$ cat config.mk
export PLATFORM = sky130hd
export DESIGN_NAME = irq_ctrl
export DESIGN_NICKNAME = d
export VERILOG_FILES = /design/src/rtl/irq_ctrl.sv
export SDC_FILE = /design/constraint.sdc
export NUM_CORES = 1
export LEC_CHECK = 0
export BUFFER_PORTS_ARGS = -buffer_cell sky130_fd_sc_hd__buf_4
export CAP_MARGIN = 10
export CORE_ASPECT_RATIO = 2
export CORE_MARGIN = 4
export CORE_UTILIZATION = 30
export DETAILED_ROUTE_END_ITERATION = 8
export GPL_TIMING_DRIVEN = 0
export RECOVER_POWER = 25
export SETUP_SLACK_MARGIN = 0.2
export SYNTH_ARGS = -nofsm -noshare
export SYNTH_HDL_FRONTEND = slang
export SYNTH_SLANG_ARGS = --single-unit
$ cat constraint.sdc
create_clock -name clk -period 1.5 [get_ports clk]
set_input_delay 0.3 -clock clk [delete_from_list [all_inputs] [get_ports clk]]
set_output_delay 0.3 -clock clk [all_outputs]
set_load 0.01 [all_outputs]
$ cat src/rtl/irq_ctrl.sv
// irq_ctrl -- edge-triggered interrupt controller with fixed priority.
//
// Each source is edge-detected against its previous-cycle value. A rising
// edge latches a pending bit, and the pending bits are gated by mask. The
// lowest-indexed eligible source is presented to the CPU as irq/irq_id. A claim
// pops that source and returns its ID one cycle later. If a source rises again
// while it is still pending, its sticky overflow flag is set.
//
// Parameters:
//   N    number of interrupt sources (2..15)
//   IDW  width of ID fields; ID value 2^IDW-1 (all ones) means "none"
// Ports:
//   clk          clock, all state on rising edge
//   rst_n        asynchronous active-low reset
//   src[N]       interrupt sources, rising-edge sensitive
//   mask[N]      per-source enable (1 = enabled), used combinationally
//   claim        single-cycle claim request
//   ovf_clr      clear all overflow flags
//   irq          any eligible (pending & enabled) source
//   irq_id[IDW]  ID of highest-priority eligible source, or NONE
//   claim_valid  one-cycle acknowledge following a claim
//   claim_id     ID returned by the last claim (NONE if nothing was eligible)
//   pending[N]   pending register
//   ovf[N]       sticky overflow flags
module irq_ctrl #(
  parameter int N   = 8,
  parameter int IDW = 4
) (
  input  logic           clk,
  input  logic           rst_n,
  input  logic [N-1:0]   src,
  input  logic [N-1:0]   mask,
  input  logic           claim,
  input  logic           ovf_clr,
  output logic           irq,
  output logic [IDW-1:0] irq_id,
  output logic           claim_valid,
  output logic [IDW-1:0] claim_id,
  output logic [N-1:0]   pending,
  output logic [N-1:0]   ovf
);

  localparam logic [IDW-1:0] NONE = '1;

  logic [N-1:0]   r_src_d;
  logic [N-1:0]   r_pending;
  logic [N-1:0]   r_ovf;
  logic           r_claim_valid;
  logic [IDW-1:0] r_claim_id;

  logic [N-1:0]   w_rise;
  logic [N-1:0]   w_eligible;
  logic           w_irq;
  logic [IDW-1:0] w_irq_id;
  logic           w_claim_hit;
  logic [N-1:0]   w_claim_oh;
  logic [N-1:0]   w_ovf_set;
  logic [N-1:0]   w_pending_next;
  logic [N-1:0]   w_ovf_next;

  assign w_rise     = src & ~r_src_d;
  assign w_eligible = r_pending & mask;
  assign w_irq      = |w_eligible;

  // Scan from the top down so the lowest eligible index is the last one written.
  always_comb begin
    w_irq_id = NONE;
    for (int i = N - 1; i >= 0; i--) begin
      if (w_eligible[i]) begin
        w_irq_id = IDW'(i);
      end
    end
  end

  // One-hot of the source being claimed this cycle. It is all zeros when
  // nothing is eligible.
  assign w_claim_hit = claim & w_irq;

  generate
    for (genvar gi = 0; gi < N; gi++) begin : g_claim
      assign w_claim_oh[gi] = w_claim_hit && (w_irq_id == IDW'(gi));
    end
  endgenerate

  // A rise wins over a claim of the same bit. That case is a fresh event and
  // not a lost one, so it does not count as an overflow.
  assign w_pending_next = (r_pending & ~w_claim_oh) | w_rise;
  assign w_ovf_set      = w_rise & r_pending & ~w_claim_oh;
  assign w_ovf_next     = (ovf_clr ? '0 : r_ovf) | w_ovf_set;

  always_ff @(posedge clk or negedge rst_n) begin
    if (!rst_n) begin
      r_src_d       <= '0;
      r_pending     <= '0;
      r_ovf         <= '0;
      r_claim_valid <= 1'b0;
      r_claim_id    <= '0;
    end else begin
      r_src_d       <= src;
      r_pending     <= w_pending_next;
      r_ovf         <= w_ovf_next;
      r_claim_valid <= claim;
      if (claim) begin
        r_claim_id <= w_irq ? w_irq_id : NONE;
      end
    end
  end

  assign irq         = w_irq;
  assign irq_id      = w_irq_id;
  assign claim_valid = r_claim_valid;
  assign claim_id    = r_claim_id;
  assign pending     = r_pending;
  assign ovf         = r_ovf;

endmodule

==> tab_implementation.tex, run 1 <==
\begin{tabular}{lr}
\hline
Metric & Value \\
\hline
\multicolumn{2}{l}{\textbf{Routing}} \\
\quad Vias post-DR & 1076 \\
\quad Drt wl/cell & 14.05 um \\
\quad Count of antenna-violating nets left after detailed routing & 0 \\
\quad Routed vias/inst & 4.658 \\
\quad Overall routed net length & 3246 um \\
\quad Number of violations reported at the end of detailed-routing iteration 0 & 11 \\
\quad DRC viols & 0 \\
\quad First-pass iteration count of the detailed router & 4 \\
\multicolumn{2}{l}{\textbf{STA}} \\
\quad Final sum of negative setup slack & -1.262 ns \\
\quad Final critical-path share of the clock period & 1.161 \\
\quad Final setup skew & 0.006300 ns \\
\quad Slew @ Worst Pin & $\sim$0.37 ns \\
\quad Final-report hold violation count & 0 \\
\quad Setup-failing EPs final & 9 \\
\quad Smallest hold slack & approximately 0.15 ns \\
\quad Number of pins with negative max-slew slack in the final report & 0 \\
\quad Final critical delay including setup and external delays & 1.741 ns \\
\quad Relative max-transition margin & 0.7554 \\
\quad Worst Setup Slack, final & -0.2415 ns \\
\quad Peak Freq & 0.5742 GHz \\
\quad Unrepaired setup endpoints after global routing & true \\
\multicolumn{2}{l}{\textbf{Die}} \\
\quad Count of pins on the block boundary & 46 \\
\quad Row count & 33 \\
\quad Core ar. & 4088 sq um \\
\quad Initial Utilization & 0.3082 \\
\quad Die Width & 53.83 um \\
\quad Die outline height & 99.65 um \\
\quad Die Area & 5364 sq um \\
\multicolumn{2}{l}{\textbf{Worst setup path}} \\
\quad CP delay by family, top & flip-flops \\
\quad Kind of end point of the critical path & output port \\
\quad Data arrival time of the critical path & 1.44 ns \\
\quad Slack of the worst reg-to-reg path & -0.12 ns \\
\quad Highest cell delay on the worst timing path & 0.40 ns \\
\quad Cells along the critical path & a22oi\_2 -> nor3b\_4 -> inv\_2 -> buf\_6 \\
\quad Crit path required time & 1.20 ns \\
\quad Crit Path Class & register to output port \\
\quad Buffering stage count on the worst path with inverters included & 2 \\
\quad Reg2reg path depth & 7 \\
\quad Slowest cell on crit path & sky130\_fd\_sc\_hd\_\_dfrtp\_1 \\
\quad Critical Path Stages & 4 \\
\quad Startpoint types & register \\
\quad CP Max Fanout & 3 \\
\multicolumn{2}{l}{\textbf{Logic synthesis}} \\
\quad Avg Synthesized Cell Area & 12.00 sq um \\
\quad Top area cells in the synthesized netlist & sky130\_fd\_sc\_hd\_\_dfrtp\_1, sky130\_fd\_sc\_hd\_\_nand2\_1, sky130\_fd\_sc\_hd\_\_inv\_1 \\
\quad Fraction of synthesized cell area taken by the top area cell type & 0.5760 \\
\quad Sequential area share after synthesis & 0.5760 \\
\quad Post-Synthesis Net Count & 125 \\
\quad Cell Area, Synth & 1260 sq um \\
\quad Synth Flop Type & sky130\_fd\_sc\_hd\_\_dfrtp\_1 \\
\quad Post-Synthesis Cells & 105 \\
\quad Number of distinct library cells after synthesis & 38 \\
\quad Post-synth EDFFs & 0 \\
\quad Ys Warns & 0 \\
\quad Post-synthesis cell type with the largest combined area & sky130\_fd\_sc\_hd\_\_dfrtp\_1 \\
\quad Fraction of synthesis flops using an asynchronous set or reset pin & 1.000 \\
\quad Yosys reg bits & 29 \\
\multicolumn{2}{l}{\textbf{Outcome}} \\
\quad Failing checks & negative setup slack \\
\quad Result of the run & complete, but fails checks \\
\multicolumn{2}{l}{\textbf{Clock network}} \\
\quad Clock-pin slew reported for the worst setup and hold paths after clock tree synthesis & 0.06 ns \\
\quad Maximum count of clock buffers along a single path & 2 \\
\quad \# H-tree levels & 2 \\
\quad CTS tree & done \\
\quad Clock buffer count from CTS & 5 \\
\quad Clk Latency, worst-skew pair & between 0.2 and 0.3 ns \\
\quad CTS root buf & sky130\_fd\_sc\_hd\_\_clkbuf\_8 \\
\quad Sink Count & 29 \\
\multicolumn{2}{l}{\textbf{Global route}} \\
\quad Largest net degree at the start of global routing & 30 \\
\quad Remaining Overflow, GRT & 0 \\
\quad Tot GR Track Use & 0.1331 \\
\quad First-pass GRT wire length & approximately 5100 um \\
\quad Number of antenna violations at the first check in global routing & 0 \\
\quad Vias in the first global route & 1113 \\
\multicolumn{2}{l}{\textbf{Hold path}} \\
\quad Hold/Removal Path Class & primary input to register \\
\quad Worst hold path cell count & 1 \\
\multicolumn{2}{l}{\textbf{Finish}} \\
\quad Reg area & 730.7 sq um \\
\quad Commonest cells after routing, fill and taps aside & sky130\_fd\_sc\_hd\_\_buf\_4, sky130\_fd\_sc\_hd\_\_dfrtp\_1, sky130\_fd\_sc\_hd\_\_nand2\_1, sky130\_fd\_sc\_hd\_\_buf\_6, sky130\_fd\_sc\_hd\_\_inv\_1 \\
\quad Post-route insts no fill & 231 \\
\quad Final instance area & 2057 sq um \\
\quad Footprint of the multi-input gates & 583.1 sq um \\
\quad Number of nets in the finished design & about 200 \\
\quad Most common library cell in the layout ignoring fill and taps & sky130\_fd\_sc\_hd\_\_buf\_4 \\
\quad Synthesis-to-layout area growth & 63.26\% \\
\quad Fraction of layout instances using a drive strength above 1 & 0.5866 \\
\quad Final cell utilization of the core & 0.5032 \\
\quad Number of antenna cells inserted & 0 \\
\quad Fillers & 379 \\
\multicolumn{2}{l}{\textbf{Power}} \\
\quad Final Power & 2.224 mW \\
\quad Switching power as a share of total power & 0.2783 \\
\quad Net Switching & 0.6189 mW \\
\quad Proportion of power drawn by combinational gates & 0.293 \\
\quad Worst supply voltage drop on vdd & 712.7 uV \\
\quad Internal Dissipation & 1.605 mW \\
\quad Power per unit of standard cell area & 1081 nW/um\^{}2 \\
\quad Portion of total power attributed to sequential cells & 0.415 \\
\quad Share of power burned in the clock network & 0.292 \\
\quad Leakage Power & 1.011 nW \\
\multicolumn{2}{l}{\textbf{Job}} \\
\quad Max cap viols & 0 \\
\multicolumn{2}{l}{\textbf{Placed design}} \\
\quad PortBufs & between 40 and 50 \\
\quad HPWL after detailed placement & 2268 um \\
\quad Post-place setup slack & -0.05089 ns \\
\quad Cell Count Post-Placement & around 200 \\
\quad Area after DPL & about 1700 sq um \\
\quad Final GP Congestion & around 0.78 \\
\hline
\end{tabular}
-- final timing paths --
| path | from | endpoint |
|---|---|---|
| setup / recovery | pending[6] | irq |
| hold reg to reg | r_src_d[7] | pending[7] |
| hold / removal | src[1] | r_src_d[1] |
| min in group asynchronous | rst_n | ovf[6] |
| setup reg to reg | pending[0] | ovf[4] |
| max in group asynchronous | rst_n | pending[1] |
-- cell families after synthesis --
group	synth area share
compound gates	0.2046
buf+inv	0.04269
simple gates	0.1380
flops	0.5760
mux	0.03872
-- sequential cells by signal (all words and copies together), names as in the netlist --
signal	flops
pending	8
claim_id	4
ovf	8
r_src_d	8
claim_valid	1
-- cell usage after synthesis, types with 2 or more instances --
cell type	number
sky130_fd_sc_hd__o21ai_1	2
sky130_fd_sc_hd__nor2b_1	2
sky130_fd_sc_hd__and2_1	2
sky130_fd_sc_hd__nor2_1	2
sky130_fd_sc_hd__mux2_2	3
sky130_fd_sc_hd__o22ai_1	2
sky130_fd_sc_hd__a22o_1	2
sky130_fd_sc_hd__o2bb2ai_1	3
sky130_fd_sc_hd__nand2_1	14
sky130_fd_sc_hd__nand2b_1	3
sky130_fd_sc_hd__inv_1	12
sky130_fd_sc_hd__dfrtp_1	29
sky130_fd_sc_hd__nor3b_2	3
sky130_fd_sc_hd__a22oi_1	2
-- final cells by class --
type | count | share of cell area
flip-flops and latches | 29 | 0.3552
plain buffers | 1 | 0.002433
multi-input cells | 62 | 0.2835
repair buffers | 66 | 0.2585
well taps | 52 | 0.03163
clock buffers | 8 | 0.04380
inverters | 13 | 0.02494
-- timing repair --
item                       in CTS  in global routing
gates cloned                    0                  0
hold buffers                    1                  0
hold endpoints to repair       29                  0
setup endpoints to repair      17                 22
buffers inserted               14                  6
resized for setup              17                 11
pin swaps                      15                  9
-- routing by layer --
metal / track usage / routed length, um
met3: 0.04348 / 222
met4: 0.06496 / 125
met2: 0.2299 / 1800
met1: 0.1358 / 1098
met5: 0 / 0
-- power by group through the flow --
stage	Sequential, mW	Clock (mW)	Combinational (mW)
after floorplan	0.965	0	0.202
after global placement	0.940	0	0.456
after detailed placement	0.944	0	0.461
after CTS	0.922	0.670	0.595
after global routing	0.932	0.700	0.705
final	0.924	0.649	0.651
(Power assumes the default switching activity.)
==> run 2: changes to the inputs <==
--- a/config.mk
+++ b/config.mk
@@ -14,6 +14,7 @@
 export GPL_TIMING_DRIVEN = 0
 export RECOVER_POWER = 25
 export SETUP_SLACK_MARGIN = 0.2
+export SKIP_LAST_GASP = 1
 export SYNTH_ARGS = -nofsm -noshare
 export SYNTH_HDL_FRONTEND = slang
 export SYNTH_SLANG_ARGS = --single-unit
==> tab_implementation.tex, run 2 (same netlist as run 1, synthesis figures left out) <==
\begin{tabular}{lr}
\hline
Metric & Value \\
\hline
\multicolumn{2}{l}{\textbf{Clock network}} \\
\quad Clock buffer count from CTS & 5 (unchanged) \\
\quad Maximum count of clock buffers along a single path & 2 (unchanged) \\
\quad Sink Count & 29 (unchanged) \\
\quad Clock-pin slew reported for the worst setup and hold paths after clock tree synthesis & 0.06 ns (about the same) \\
\quad CTS tree & done \\
\quad \# H-tree levels & 2 (unchanged) \\
\quad Clk Latency, worst-skew pair & 0.28 ns (about the same) \\
\quad CTS root buf & sky130\_fd\_sc\_hd\_\_clkbuf\_8 \\
\multicolumn{2}{l}{\textbf{Hold path}} \\
\quad Worst hold path cell count & 1 (unchanged) \\
\quad Hold/Removal Path Class & primary input to register \\
\multicolumn{2}{l}{\textbf{Routing}} \\
\quad Count of antenna-violating nets left after detailed routing & 0 (unchanged) \\
\quad First-pass iteration count of the detailed router & 4 (unchanged) \\
\quad Routed vias/inst & 4.603 (-1.2\%) \\
\quad Overall routed net length & 3233 um (-0.40\%) \\
\quad Number of violations reported at the end of detailed-routing iteration 0 & 11 (unchanged) \\
\quad DRC viols & 0 (unchanged) \\
\quad Drt wl/cell & 13.94 um (-0.83\%) \\
\quad Vias post-DR & 1068 (-0.74\%) \\
\multicolumn{2}{l}{\textbf{Outcome}} \\
\quad Failing checks & negative setup slack \\
\quad Result of the run & complete, but fails checks \\
\multicolumn{2}{l}{\textbf{Placed design}} \\
\quad PortBufs & 45 (unchanged) \\
\quad Post-place setup slack & -0.05089 ns (unchanged) \\
\quad HPWL after detailed placement & 2268 um (unchanged) \\
\quad Final GP Congestion & 0.7798 (unchanged) \\
\multicolumn{2}{l}{\textbf{Finish}} \\
\quad Fraction of layout instances using a drive strength above 1 & 0.5889 (+0.002297) \\
\quad Number of nets in the finished design & 199 (+0.51\%) \\
\quad Commonest cells after routing, fill and taps aside & sky130\_fd\_sc\_hd\_\_buf\_4, sky130\_fd\_sc\_hd\_\_dfrtp\_1, sky130\_fd\_sc\_hd\_\_nand2\_1, sky130\_fd\_sc\_hd\_\_buf\_6, sky130\_fd\_sc\_hd\_\_inv\_1 \\
\quad Fillers & 376 (-0.79\%) \\
\quad Most common library cell in the layout ignoring fill and taps & sky130\_fd\_sc\_hd\_\_buf\_4 \\
\quad Number of antenna cells inserted & 0 (unchanged) \\
\quad Synthesis-to-layout area growth & 63.36\% (about the same) \\
\multicolumn{2}{l}{\textbf{Die}} \\
\quad Die outline height & 99.65 um (unchanged) \\
\quad Initial Utilization & 0.3082 (unchanged) \\
\quad Count of pins on the block boundary & 46 (unchanged) \\
\quad Row count & 33 (unchanged) \\
\quad Core ar. & 4088 sq um (unchanged) \\
\quad Die Area & 5364 sq um (unchanged) \\
\quad Die Width & 53.83 um (unchanged) \\
\multicolumn{2}{l}{\textbf{STA}} \\
\quad Number of pins with negative max-slew slack in the final report & 0 (unchanged) \\
\quad Final critical-path share of the clock period & 1.158 (-0.003212) \\
\quad Relative max-transition margin & 0.7584 (+0.002977) \\
\quad Final-report hold violation count & 0 (unchanged) \\
\quad Setup-failing EPs final & 9 (unchanged) \\
\quad Unrepaired setup endpoints after global routing & true \\
\quad Worst Setup Slack, final & -0.2367 ns (+0.004818 ns) \\
\quad Peak Freq & 0.5758 GHz (+0.28\%) \\
\quad Slew @ Worst Pin & 0.3624 ns (-0.004465 ns) \\
\quad Final sum of negative setup slack & -1.233 ns (+0.02913 ns) \\
\quad Final setup skew & 0.005878 ns (-0.0004221 ns) \\
\quad Final critical delay including setup and external delays & 1.737 ns (-0.004818 ns) \\
\multicolumn{2}{l}{\textbf{Global route}} \\
\quad Number of antenna violations at the first check in global routing & 0 (unchanged) \\
\quad First-pass GRT wire length & 5154 um (+0.27\%) \\
\quad Remaining Overflow, GRT & 0 (unchanged) \\
\quad Largest net degree at the start of global routing & 30 (unchanged) \\
\quad Vias in the first global route & 1111 (-0.18\%) \\
\quad Tot GR Track Use & 0.1334 (+0.0002958) \\
\multicolumn{2}{l}{\textbf{Worst setup path}} \\
\quad Crit path required time & 1.20 ns (about the same) \\
\quad Kind of end point of the critical path & output port \\
\quad Data arrival time of the critical path & 1.44 ns (about the same) \\
\quad CP Max Fanout & 3 (unchanged) \\
\quad Reg2reg path depth & 7 (unchanged) \\
\quad Startpoint types & register \\
\quad Crit Path Class & register to output port \\
\multicolumn{2}{l}{\textbf{Power}} \\
\quad Power per unit of standard cell area & 1078 nW/um\^{}2 (-0.28\%) \\
\quad Leakage Power & 1.012 nW (+0.18\%) \\
\quad Worst supply voltage drop on vdd & 726.5 uV (+1.9\%) \\
\multicolumn{2}{l}{\textbf{Job}} \\
\quad Max cap viols & 0 (unchanged) \\
\hline
\end{tabular}
## run 2: changes by cell type in the layout (fill, tap and decap cells not counted)
cell / before / now
sky130_fd_sc_hd__buf_4: 45 / 46
sky130_fd_sc_hd__nor3b_2: 0 / 1
sky130_fd_sc_hd__nor3b_4: 3 / 2
## run 2: critical path, stage by stage (launching register included)
cell and delay [ns]:
sky130_fd_sc_hd__dfrtp_1 0.40, sky130_fd_sc_hd__and2_4 0.17, sky130_fd_sc_hd__a21o_1 0.20, sky130_fd_sc_hd__a31o_4 0.24, sky130_fd_sc_hd__inv_2 0.06, sky130_fd_sc_hd__buf_6 0.09
## run 2: report_power, final
part / leakage, nW / switching [mW] / internal (mW)
combinational: 0.634 / 0.282 / 0.368
sequential: 0.333 / 0.0587 / 0.864
clock: 0.0455 / 0.272 / 0.373
## run 2: worst paths after layout
path,from,endpoint,slack (ns)
max reg2reg,pending[0],ovf[4],-0.11
min reg2reg,r_src_d[7],pending[7],0.46
max,pending[6],irq_id[0],-0.24
min,src[1],r_src_d[1],0.16
max in group asynchronous,rst_n,pending[1],0.73
min in group asynchronous,rst_n,r_src_d[5],0.48
## run 2: per-layer routing
layer  vias to the layer above  GRT usage  wire, um
met5                         -          0         0
met2                        32     0.2299      1790
met4                         0    0.06496        95
met1                       508     0.1367      1126
li1                        518          -         -
met3                        10    0.04348       221
## run 2: metrics by stage
step           area (sq um)  hold WS (ns)  power, mW    util  cells
2_1_floorplan          1285      0.004409      1.167       -    105
3_3_place_gp           1688        0.2405      1.397  0.4129    202
3_5_place_dp           1688        0.2456      1.405  0.4129    202
4_1_cts                1971        0.1280      2.185  0.4821    225
5_1_grt                2058        0.1521      2.335  0.5035    232
6_report               2058        0.1561      2.219  0.5035    232
## run 2: what timing repair did
item,4_1_cts,5_1_grt
hold buffers,1,0
setup endpoints to repair,17,22
hold endpoints to repair,29,0
gates resized for setup,16,11
setup buffers,14,7
pin swaps,15,9
## run 2: final cells by class
type                       count  area [sq um]  share of cell area
inverter                      13         51.30             0.02492
tap                           52         65.06             0.03161
multi-input combinational     62         576.8              0.2802
buffer                         1         5.005            0.002432
sequential                    29         730.7              0.3550
timing repair buffer          67         539.3              0.2620
clock buffer                   8         90.09             0.04377
==> run 3: changes to the inputs <==
--- a/config.mk
+++ b/config.mk
@@ -5,10 +5,11 @@
 export SDC_FILE = /design/constraint.sdc
 export NUM_CORES = 1
 export LEC_CHECK = 0
+export ABC_AREA = 1
 export BUFFER_PORTS_ARGS = -buffer_cell sky130_fd_sc_hd__buf_4
 export CAP_MARGIN = 10
 export CORE_ASPECT_RATIO = 2
-export CORE_MARGIN = 4
+export CORE_MARGIN = 2
 export CORE_UTILIZATION = 30
 export DETAILED_ROUTE_END_ITERATION = 8
 export GPL_TIMING_DRIVEN = 0
==> tab_implementation.tex, run 3 <==
\begin{tabular}{lr}
\hline
Metric & Value \\
\hline
\multicolumn{2}{l}{\textbf{Worst setup path}} \\
\quad Kind of end point of the critical path & output port \\
\quad Startpoint types & register \\
\quad Crit Path Class & register to output port \\
\quad Buffering stage count on the worst path with inverters included & 3 (+1) \\
\quad Launch point of the worst path & pending[6] \\
\quad Highest cell delay on the worst timing path & 0.39 ns (about the same) \\
\quad Slowest cell on crit path & sky130\_fd\_sc\_hd\_\_dfrtp\_1 \\
\quad CP delay by family, top & simple AND/OR/NAND/NOR gates \\
\quad Most repeated library cell on the critical path & sky130\_fd\_sc\_hd\_\_nand2\_2 \\
\quad Crit path required time & 1.20 ns (about the same) \\
\quad Startpoint of the most critical register-to-register path & pending[3] \\
\quad CP Max Fanout & 3 (unchanged) \\
\quad Cells along the critical path & nand2\_2 -> inv\_1 -> nand2\_1 -> nand2\_1 -> nand2\_1 -> nand2\_2 -> nand2\_2 -> nand2\_2 -> inv\_2 -> buf\_6 \\
\quad Data arrival time of the critical path & 1.35 ns (-0.09 ns) \\
\multicolumn{2}{l}{\textbf{Logic synthesis}} \\
\quad Post-Synthesis Cells & 134 (+28\%) \\
\quad Post-synth EDFFs & 0 (unchanged) \\
\quad Cell Area, Synth & 1194 sq um (-5.3\%) \\
\quad Avg Synthesized Cell Area & 8.908 sq um (-26\%) \\
\quad Synth Flop Type & sky130\_fd\_sc\_hd\_\_dfrtp\_1 \\
\quad Fraction of synthesized cell area taken by the top area cell type & 0.6080 (+0.03200) \\
\quad Top area cells in the synthesized netlist & sky130\_fd\_sc\_hd\_\_dfrtp\_1, sky130\_fd\_sc\_hd\_\_nand2\_1, sky130\_fd\_sc\_hd\_\_inv\_1 \\
\quad Post-Synthesis Net Count & 154 (+23\%) \\
\quad Yosys reg bits & 29 (unchanged) \\
\quad Ys Warns & 0 (unchanged) \\
\quad Top cell types by occurrence after synthesis & sky130\_fd\_sc\_hd\_\_nand2\_1, sky130\_fd\_sc\_hd\_\_dfrtp\_1, sky130\_fd\_sc\_hd\_\_inv\_1 \\
\quad Fraction of synthesis flops using an asynchronous set or reset pin & 1.000 (unchanged) \\
\quad Leading cell type by number of instances after synthesis & sky130\_fd\_sc\_hd\_\_nand2\_1 \\
\quad Post-synthesis cell type with the largest combined area & sky130\_fd\_sc\_hd\_\_dfrtp\_1 \\
\quad Number of distinct library cells after synthesis & 14 (-63\%) \\
\quad Sequential area share after synthesis & 0.6080 (+0.03200) \\
\multicolumn{2}{l}{\textbf{Placed design}} \\
\quad PortBufs & 45 (unchanged) \\
\quad HPWL after detailed placement & 2129 um (-6.1\%) \\
\quad Cell Count Post-Placement & 230 (+14\%) \\
\quad Area after DPL & 1598 sq um (-5.3\%) \\
\quad Post-place setup slack & 0.04142 ns (+0.09231 ns) \\
\quad Final GP Congestion & 0.7392 (-5.2\%) \\
\multicolumn{2}{l}{\textbf{STA}} \\
\quad Final setup skew & 0.003268 ns (-0.002610 ns) \\
\quad Peak Freq & 0.6072 GHz (+5.5\%) \\
\quad Setup-failing EPs final & 14 (+5) \\
\quad Final critical delay including setup and external delays & 1.647 ns (-0.08982 ns) \\
\quad Smallest hold slack & 0.1553 ns (-0.0008410 ns) \\
\quad Final-report hold violation count & 0 (unchanged) \\
\quad Final sum of negative setup slack & -0.6228 ns (+0.6102 ns) \\
\quad Relative max-transition margin & 0.5172 (-0.2412) \\
\quad Final critical-path share of the clock period & 1.098 (-0.05988) \\
\quad Worst Setup Slack, final & -0.1469 ns (+0.08982 ns) \\
\quad Slew @ Worst Pin & 0.7242 ns (+0.3618 ns) \\
\quad Unrepaired setup endpoints after global routing & true \\
\quad Number of pins with negative max-slew slack in the final report & 0 (unchanged) \\
\multicolumn{2}{l}{\textbf{Finish}} \\
\quad Most common library cell in the layout ignoring fill and taps & sky130\_fd\_sc\_hd\_\_buf\_4 \\
\quad Commonest cells after routing, fill and taps aside & sky130\_fd\_sc\_hd\_\_buf\_4, sky130\_fd\_sc\_hd\_\_nand2\_1, sky130\_fd\_sc\_hd\_\_dfrtp\_1, sky130\_fd\_sc\_hd\_\_nand2\_2, sky130\_fd\_sc\_hd\_\_inv\_1 \\
\quad Final instance area & 1977 sq um (-4.0\%) \\
\quad Fillers & 392 (+4.3\%) \\
\quad Fraction of layout instances using a drive strength above 1 & 0.4951 (-0.09374) \\
\quad Post-route insts no fill & 257 (+11\%) \\
\quad Number of antenna cells inserted & 0 (unchanged) \\
\quad Number of nets in the finished design & 226 (+14\%) \\
\quad Final cell utilization of the core & 0.5143 (+0.01080) \\
\quad Synthesis-to-layout area growth & 65.62\% \\
\multicolumn{2}{l}{\textbf{Global route}} \\
\quad Number of antenna violations at the first check in global routing & 0 (unchanged) \\
\quad First-pass GRT wire length & 5057 um (-1.9\%) \\
\quad Remaining Overflow, GRT & 0 (unchanged) \\
\quad Tot GR Track Use & 0.1512 (+0.01786) \\
\quad Largest net degree at the start of global routing & 30 (unchanged) \\
\quad Vias in the first global route & 1097 (-1.3\%) \\
\multicolumn{2}{l}{\textbf{Clock network}} \\
\quad Clk Latency, worst-skew pair & 0.28 ns (about the same) \\
\quad \# H-tree levels & 2 (unchanged) \\
\quad CTS tree & done \\
\quad CTS root buf & sky130\_fd\_sc\_hd\_\_clkbuf\_8 \\
\quad Clock-pin slew reported for the worst setup and hold paths after clock tree synthesis & 0.06 ns (about the same) \\
\quad Sink Count & 29 (unchanged) \\
\quad Clock buffer count from CTS & 5 (unchanged) \\
\quad Maximum count of clock buffers along a single path & 2 (unchanged) \\
\multicolumn{2}{l}{\textbf{Die}} \\
\quad Die Width & 48.60 um (-9.7\%) \\
\quad Count of pins on the block boundary & 46 (unchanged) \\
\quad Die Area & 4530 sq um (-16\%) \\
\quad Row count & 32 (-3.0\%) \\
\quad Core ar. & 3844 sq um (-6.0\%) \\
\quad Die outline height & 93.21 um (-6.5\%) \\
\quad Initial Utilization & 0.3105 (+0.002313) \\
\multicolumn{2}{l}{\textbf{Job}} \\
\quad Max cap viols & 0 (unchanged) \\
\multicolumn{2}{l}{\textbf{Routing}} \\
\quad First-pass iteration count of the detailed router & 4 (unchanged) \\
\quad Count of antenna-violating nets left after detailed routing & 0 (unchanged) \\
\quad Vias post-DR & 1098 (+2.8\%) \\
\quad Overall routed net length & 3134 um (-3.1\%) \\
\quad Number of violations reported at the end of detailed-routing iteration 0 & 24 (+13) \\
\quad Drt wl/cell & 12.19 um (-12\%) \\
\quad DRC viols & 0 (unchanged) \\
\quad Routed vias/inst & 4.272 (-7.2\%) \\
\multicolumn{2}{l}{\textbf{Power}} \\
\quad Power per unit of standard cell area & 1183 nW/um\^{}2 (+9.7\%) \\
\quad Final Power & 2.338 mW (+5.4\%) \\
\quad Worst supply voltage drop on vdd & 719.9 uV (-0.91\%) \\
\quad Leakage Power & 1.040 nW (+2.7\%) \\
\multicolumn{2}{l}{\textbf{Hold path}} \\
\quad Hold Path Origin & src[6] \\
\quad Hold/Removal Path Class & primary input to register \\
\multicolumn{2}{l}{\textbf{Outcome}} \\
\quad Failing checks & negative setup slack \\
\quad Result of the run & complete, but fails checks \\
\hline
\end{tabular}
-- run 3: cells by family after synthesis --
family / synth area share
AND/OR/NAND/NOR: 0.2757
flip-flops: 0.6080
buffers and inverters: 0.05660
AO/OA/AOI/OAI: 0.05976
-- run 3: worst register-to-register path: stages, from the launching register on --
cell	delay [ns]
sky130_fd_sc_hd__dfrtp_1	0.40
sky130_fd_sc_hd__nand2_2	0.10
sky130_fd_sc_hd__nand2_2	0.08
sky130_fd_sc_hd__inv_2	0.08
sky130_fd_sc_hd__a21oi_4	0.07
sky130_fd_sc_hd__buf_6	0.12
sky130_fd_sc_hd__buf_6	0.11
sky130_fd_sc_hd__buf_8	0.13
sky130_fd_sc_hd__inv_4	0.06
sky130_fd_sc_hd__nand4_1	0.14
sky130_fd_sc_hd__nand2_1	0.11
sky130_fd_sc_hd__nand2_1	0.05
-- run 3: repair_timing --
action	4_1_cts	5_1_grt
endpoints found under the hold margin	29	0
setup endpoints to repair	18	21
setup buffers	15	4
pin swaps	15	17
hold buffers	1	0
gates resized for setup	27	21
-- run 3: path summary, 6_finish.rpt --
| path | cells after the start | slack [ns] | end |
|---|---|---|---|
| setup / recovery | 10 | -0.15 | irq_id[0] |
| hold / removal | 1 | 0.16 | r_src_d[6] |
| setup reg to reg | 11 | -0.05 | pending[1] |
| hold reg to reg | 2 | 0.48 | claim_id[1] |
| max in group asynchronous | 2 | 0.43 | r_src_d[4] |
| min in group asynchronous | 2 | 0.61 | r_src_d[1] |
-- run 3: cell type report --
class	count	area, sq um	share of cell area
clock buffers	7	86.33	0.04367
inverters	18	70.07	0.03544
multi-input cells	87	516.7	0.2614
flip-flops and latches	29	725.7	0.3671
well taps	51	63.81	0.03228
repair buffers	65	514.2	0.2601
-- run 3: routing by layer --
metal,track usage,wire length (um),vias to the layer above
li1,-,-,553
met1,0.1486,1048,511
met2,0.2808,1874,28
met3,0.04473,151,6
met4,0.07381,58,0
met5,0,0,-
-- run 3: where the power goes --
group | internal (mW) | switching, mW
Combinational | 0.383 | 0.385
Clock | 0.363 | 0.271
Sequential | 0.878 | 0.0575
Total | 1.62 | 0.714
